==> config.mk <==
export PLATFORM = sky130hd
export DESIGN_NAME = fib_recognizer
export DESIGN_NICKNAME = d
export VERILOG_FILES = /design/src/rtl/fib_recognizer.sv
export SDC_FILE = /design/constraint.sdc
export NUM_CORES = 1
export LEC_CHECK = 0
export ABC_AREA = 1
export BUFFER_PORTS_ARGS = -buffer_cell sky130_fd_sc_hd__buf_2
export CORE_AREA = 3 3 40 42
export DETAILED_ROUTE_END_ITERATION = 10
export DIE_AREA = 0 0 43 45
export SYNTH_ARGS = -nofsm -noshare
export SYNTH_HDL_FRONTEND = slang
export SYNTH_SLANG_ARGS = --single-unit
==> constraint.sdc <==
create_clock -name clk -period 0.8 [get_ports clk]
set_input_delay 0.04 -clock clk [delete_from_list [all_inputs] [get_ports clk]]
set_output_delay 0.04 -clock clk [all_outputs]
set_load 0.02 [all_outputs]
==> src/rtl/fib_recognizer.sv <==
// Registered Fibonacci recognizer for a 4-bit code, one-cycle latency.
// Define FIB_REC_COUNT_EN to enable the saturating hit counter on hit_count.
module fib_recognizer #(
  parameter int CNT_W = 8
) (
  input  logic             clk,
  input  logic             reset,
  input  logic             in_valid,
  input  logic [3:0]       BCD_in,
  output logic             f,
  output logic             f_valid,
  output logic             bcd_err,
  output logic [2:0]       fib_idx,
  output logic [CNT_W-1:0] hit_count
);

  // Index 0 doubles as "not Fibonacci"; code 0 is the only Fibonacci value with index 0.
  function automatic logic [2:0] fib_index(input logic [3:0] code);
    logic [2:0] idx;
    case (code)
      4'd1:    idx = 3'd1;
      4'd2:    idx = 3'd3;
      4'd3:    idx = 3'd4;
      4'd5:    idx = 3'd5;
      4'd8:    idx = 3'd6;
      4'd13:   idx = 3'd7;
      default: idx = 3'd0;
    endcase
    return idx;
  endfunction

  function automatic logic is_fib(input logic [3:0] code);
    return (code == 4'd0) || (fib_index(code) != 3'd0);
  endfunction

  function automatic logic is_non_bcd(input logic [3:0] code);
    return code > 4'd9;
  endfunction

  logic       f_p1_d, f_p1_q;
  logic       bcd_err_p1_d, bcd_err_p1_q;
  logic [2:0] fib_idx_p1_d, fib_idx_p1_q;
  logic       vld_p1_d, vld_p1_q;

  // Stage p0 -> p1: classify on accepted samples, hold otherwise
  always_comb begin
    f_p1_d       = f_p1_q;
    bcd_err_p1_d = bcd_err_p1_q;
    fib_idx_p1_d = fib_idx_p1_q;
    vld_p1_d     = in_valid;
    if (in_valid) begin
      f_p1_d       = is_fib(BCD_in);
      bcd_err_p1_d = is_non_bcd(BCD_in);
      fib_idx_p1_d = fib_index(BCD_in);
    end
  end

  always_ff @(posedge clk) begin
    if (reset) begin
      f_p1_q       <= 1'b0;
      bcd_err_p1_q <= 1'b0;
      fib_idx_p1_q <= 3'd0;
      vld_p1_q     <= 1'b0;
    end else begin
      f_p1_q       <= f_p1_d;
      bcd_err_p1_q <= bcd_err_p1_d;
      fib_idx_p1_q <= fib_idx_p1_d;
      vld_p1_q     <= vld_p1_d;
    end
  end

  assign f       = f_p1_q;
  assign bcd_err = bcd_err_p1_q;
  assign fib_idx = fib_idx_p1_q;
  assign f_valid = vld_p1_q;

`ifdef FIB_REC_COUNT_EN
  function automatic logic [CNT_W-1:0] sat_inc(input logic [CNT_W-1:0] val);
    return (val == {CNT_W{1'b1}}) ? val : val + 1'b1;
  endfunction

  logic [CNT_W-1:0] hit_cnt_p1_d, hit_cnt_p1_q;

  always_comb begin
    hit_cnt_p1_d = hit_cnt_p1_q;
    if (in_valid && is_fib(BCD_in)) hit_cnt_p1_d = sat_inc(hit_cnt_p1_q);
  end

  always_ff @(posedge clk) begin
    if (reset) hit_cnt_p1_q <= '0;
    else       hit_cnt_p1_q <= hit_cnt_p1_d;
  end

  assign hit_count = hit_cnt_p1_q;
`else
  assign hit_count = '0;
`endif

endmodule

==> impl_metrics.toml, run 1 <==
[synthesis]
synth_compound_area_share_pct = 9.93
synth_adder_area_share_pct = 0
seq_area_frac_synth_pct = 34.0
synth_area_um2 = 353
synth_top_family_by_area = "simple AND/OR/NAND/NOR gates"
synth.distinct_cells = 13
netlist_instances = 54
synth_xor_area_share_pct = 0
ys_warn_count = 0
avgSynthCellArea_um2 = 6.53
yosys.area_share.simple_pct = 31.2
synth-seq-cells = 6
synth.area.mux_share_pct = 0

[finish]
area_growth_pct = 21.3
diodes = 0
nets = 77
n_fill_cell = 153
final_layout_size_suffix_gt1_share_pct = 25.0

[run]
maxCapViolations = 0

[drt]
wirelength_um = 698
route.detailed.drc = 0
drt-vias-per-instance = 4.07
first_iter_violations = 9
avgRoutedWirePerCell_um = 8.41
vias = 338
ant_nets = 0
drt-pass1-iter-count = 4

[place]
gp_congestion = 0.688
dp_hpwl_um = 549
pre_cts_ws_ns = 0.107
port_buffers = 12

[global_route]
grt_max_degree = 11
grt_pass1_wl_um = 1070
grt_overflow = 0
track_usage_pct = 7.76
antenna_found_initial = 0
first_global_vias = 278

[clock_tree]
clock_path_buffers = 2
cts_buffers = 3
clk_pin_slew_ns = 0.05
cts_setup_buffers = 0
cts_root_buf = "clkbuf_4"
cts_sinks = 6
cts_max_level = 1
insertion_delay_ns = 0.24
cts_tree = "yes"

[power_and_ir_drop]
power_frac_seq_pct = 42.1
p_sw_w = 0.000235
peakVddDrop_uv = 422
leakage_nw = 0.247
switching_share_pct = 30.2
cellPowerDensity_nw_per_um2 = 1820
finalPower_w = 0.000778
p_comb_share_pct = 22.1
p_clk_share_pct = 35.8
intPower_w = 0.000543

[setup_path]
worstSetupPathType = "reg2out"
crit_arrival_ns = 0.72
path_buf_inv = 1
critPathMaxStageDelay_ns = 0.31
cp.required_ns = 0.76
crit_path_end_kind = "output port"
cp_max_fo = 2
slowest_stage = "dfxtp_1"
crit_chain = "buf_2"
critPathTopFamily = "flip-flops"
critPathLaunchType = "flop"

[die]
die_h_um = 45
core-area_um2 = 1280
dieArea_um2 = 1940
die_w_um = 43
num_io_pins = 21
initial_utilization_pct = 27.5
placementRows = 13

[timing]
timing.fmax_mhz = 1320
hold_violations = 0
timing.final.ws_setup_ns = 0.0414
finalCriticalPeriod_ns = 0.759
min_period_over_period_pct = 94.8
skew_ns = 0
rsz0062_at_grt = "false"
drv_slew = 0
tns_ns = 0
setup_viol = 0

[worst_hold_path]
min_path_type = "in2reg"

[run_status]
status = "complete, no violations"
==> timing repair <==
item / in CTS / in global routing
hold buffers: 1 / 0
hold endpoints to repair: 1 / 0
resized for setup: 0 / 1
endpoints found under the setup margin: 0 / 1
==> power by group through the flow <==
| stage | Combinational [W] | Clock [W] | Sequential, W |
|---|---|---|---|
| CTS | 0.000171 | 0.000293 | 0.000328 |
| detailed placement | 0.000167 | 0 | 0.000333 |
| global route | 0.000192 | 0.000309 | 0.000329 |
| global placement | 0.000166 | 0 | 0.000332 |
| finish | 0.000172 | 0.000278 | 0.000327 |
| floorplan | 0.000121 | 0 | 0.000358 |
==> area by class of cell <==
class                      count  area (µm²)  share of cell area [%]
multi-input combinational     41         175                    40.9
sequential                     6         120                    28.1
timing repair buffer          13        72.6                    17.0
clock buffer                   3        22.5                    5.26
tap                           15        18.8                    4.39
inverter                       5        18.8                    4.39
==> Yosys cell counts (all sizes together) <==
library cell | n | share of area [%]
a21oi | 1 | 1.4
buf | 9 | 18
conb | 1 | 1.1
dfxtp | 6 | 34
inv | 5 | 5.3
nand2 | 9 | 9.6
nand3 | 2 | 4.3
nand4 | 1 | 1.8
nor2 | 14 | 16
o21ai | 6 | 8.5
==> cell families after synthesis <==
kind of cell / after synthesis
and+or+nand+nor: 26
buffers and inverters: 14
AOI/OAI and AO/OA: 7
DFF: 6
other: 1
==> per-layer routing <==
metal	GRT usage (%)	routed length, µm
met2	10.8	336
met3	3.98	74
met5	0	0
met1	9.22	281
met4	5.42	6
==> final timing paths <==
| path | start | to | slack [ns] | depth (start not counted) |
|---|---|---|---|---|
| worst max register to register | fib_idx[1]$_SDFFE_PP0P_ | fib_idx[1]$_SDFFE_PP0P_ | 0.16 | 2 |
| worst max-delay path | fib_idx[0]$_SDFFE_PP0P_ | fib_idx[0] | 0.04 | 1 |
| worst min-delay path | in_valid | bcd_err$_SDFFE_PP0P_ | 0.09 | 2 |
| worst min register to register | fib_idx[2]$_SDFFE_PP0P_ | fib_idx[2]$_SDFFE_PP0P_ | 0.51 | 2 |
==> layout by cell type (no fill, tap or decap) <==
| master | synthesis | routed |
|---|---|---|
| a21oi_1 | 1 | 1 |
| buf_2 | 1 | 11 |
| buf_4 | 8 | 1 |
| clkbuf_4 | 0 | 3 |
| conb_1 | 1 | 8 |
| dfxtp_1 | 6 | 6 |
| dlygate4sd3_1 | 0 | 1 |
| inv_1 | 5 | 5 |
| nand2_1 | 9 | 9 |
| nand3_1 | 1 | 1 |
| nand3_2 | 1 | 1 |
| nand4_1 | 1 | 1 |
| nor2_1 | 13 | 13 |
| nor2_2 | 1 | 1 |
| o21ai_0 | 6 | 6 |
==> sequential cells by signal, indices dropped and copies added, names as in the netlist <==
name	count
f	1
fib_idx	3
f_valid	1
bcd_err	1
==> metrics by stage <==
step           std cells  util [%]  instance area (µm²)  hold slack (ns)
2_1_floorplan         61         -                  379            0.112
3_3_place_gp          79      30.6                  393            0.212
3_5_place_dp          79      30.6                  393            0.220
4_1_cts               83      33.1                  425           0.0879
5_1_grt               83      33.3                  428           0.0948
6_report              83      33.3                  428           0.0879
No activity file was read; power rests on OpenSTA's default activity.
==> inputs of run 2 (changes only) <==
--- a/config.mk
+++ b/config.mk
@@ -6,7 +6,7 @@
 export NUM_CORES = 1
 export LEC_CHECK = 0
 export ABC_AREA = 1
-export BUFFER_PORTS_ARGS = -buffer_cell sky130_fd_sc_hd__buf_2
+export BUFFER_PORTS_ARGS = -buffer_cell sky130_fd_sc_hd__buf_4
 export CORE_AREA = 3 3 40 42
 export DETAILED_ROUTE_END_ITERATION = 10
 export DIE_AREA = 0 0 43 45
==> run 2 against run 1 <==
Net effect: worst setup slack got worse by 0.0030 ns; utilization increased by 2.1 points; sequential share of layout area decreased by 1.7 points; cell area increased by 6.4%; final cell count unchanged; global-route usage decreased by 0.090 points; non-clock buffer count unchanged.
==> impl_metrics.toml, run 2 (synthesis results as in run 1) <==
[run]
maxCapViolations = 0

[die]
die_h_um = 45
num_io_pins = 21
initial_utilization_pct = 27.5
dieArea_um2 = 1940
placementRows = 13
die_w_um = 43
core-area_um2 = 1280

[place]
port_buffers = 12
dp_hpwl_um = 558
gp_congestion = 0.726
pre_cts_ws_ns = 0.119
placed_area_um2 = 423

[global_route]
track_usage_pct = 7.67
grt_pass1_wl_um = 1080
antenna_found_initial = 0
grt_overflow = 0
first_global_vias = 281
grt_max_degree = 11

[setup_path]
critPathTopFamily = "flip-flops"
crit_chain = "buf_4"
path_buf_inv = 1
cp.required_ns = 0.76
slowest_stage = "dfxtp_1"
critPathLaunchType = "flop"
worstSetupPathType = "reg2out"
r2r_setup_slack_ns = 0.17
cp_max_fo = 2
crit_arrival_ns = 0.72
critPathMaxStageDelay_ns = 0.33
crit_path_end_kind = "output port"

[worst_hold_path]
min_path_type = "in2reg"

[finish]
largest_register_ffs = 3
finalInstanceArea_um2 = 455
n_fill_cell = 142
nets = 77
layout_common_cells = "nor2_1, buf_4, nand2_1"
layout_commonest_cell = "nor2_1"
final_layout_size_suffix_gt1_share_pct = 25.0
area_growth_pct = 29.1
diodes = 0

[drt]
route.detailed.drc = 0
vias = 334
wirelength_um = 710
drt-vias-per-instance = 4.02
drt-pass1-iter-count = 4
avgRoutedWirePerCell_um = 8.55
first_iter_violations = 5
ant_nets = 0

[clock_tree]
cts_max_level = 1
cts_buffers = 3
cts_setup_buffers = 0
cts_tree = "yes"
holdBufCountCts = 1
clk_pin_slew_ns = 0.06
clock_path_buffers = 2
cts_root_buf = "clkbuf_4"
cts_sinks = 6
insertion_delay_ns = 0.25
post_cts_resized = 0

[timing]
timing.final.ws_setup_ns = 0.0384
drv_slew = 0
finalCriticalPeriod_ns = 0.762
min_period_over_period_pct = 95.2
hold_violations = 0
rsz0062_at_grt = "false"
tns_ns = 0
timing.fmax_mhz = 1310
setup_viol = 0
skew_ns = 0

[run_status]
status = "complete, no violations"

[power_and_ir_drop]
leakage_nw = 0.254
cellPowerDensity_nw_per_um2 = 1770
peakVddDrop_uv = 376
==> run 2: cell counts in the layout (fill, tap and decap cells not counted) <==
Identical to the previous run, type by type.
==> run 2: final cells by class <==
cell class / instances / area, µm² / share of cell area [%]
clock buffer: 3 / 22.5 / 4.95
timing repair buffer: 13 / 100 / 22.0
sequential: 6 / 120 / 26.4
multi-input combinational: 41 / 175 / 38.5
inverter: 5 / 18.8 / 4.12
tap: 15 / 18.8 / 4.12
==> run 2: final timing paths <==
path | start | end | depth (start not counted)
max reg2reg | fib_idx[1]$_SDFFE_PP0P_ | fib_idx[1]$_SDFFE_PP0P_ | 2
min reg2reg | f$_SDFFE_PP0P_ | f$_SDFFE_PP0P_ | 2
max | bcd_err$_SDFFE_PP0P_ | bcd_err | 1
min | in_valid | bcd_err$_SDFFE_PP0P_ | 2
==> run 2: stage by stage <==
step | util, % | hold slack (ns) | std cells | power, W
finish | 35.4 | 0.0422 | 83 | 0.000804
global route | 35.4 | 0.0592 | 83 | 0.000852
CTS | 35.4 | 0.0398 | 83 | 0.000819
detailed placement | 32.9 | 0.208 | 79 | 0.000521
global placement | 32.9 | 0.207 | 79 | 0.000519
floorplan | - | 0.112 | 61 | 0.000479
==> run 2: report_power, final <==
group	switching [W]	total, W	internal (W)
sequential	0.00000866	0.000328	0.000320
combinational	0.000118	0.000189	0.0000708
clock	0.000116	0.000287	0.000170
==> run 2: metal layers <==
| layer | share of wire [%] | GRT usage [%] |
|---|---|---|
| met5 | 0 | 0 |
| met1 | 44 | 9.69 |
| met4 | 0 | 3.61 |
| met3 | 10 | 3.98 |
| met2 | 45 | 10.8 |
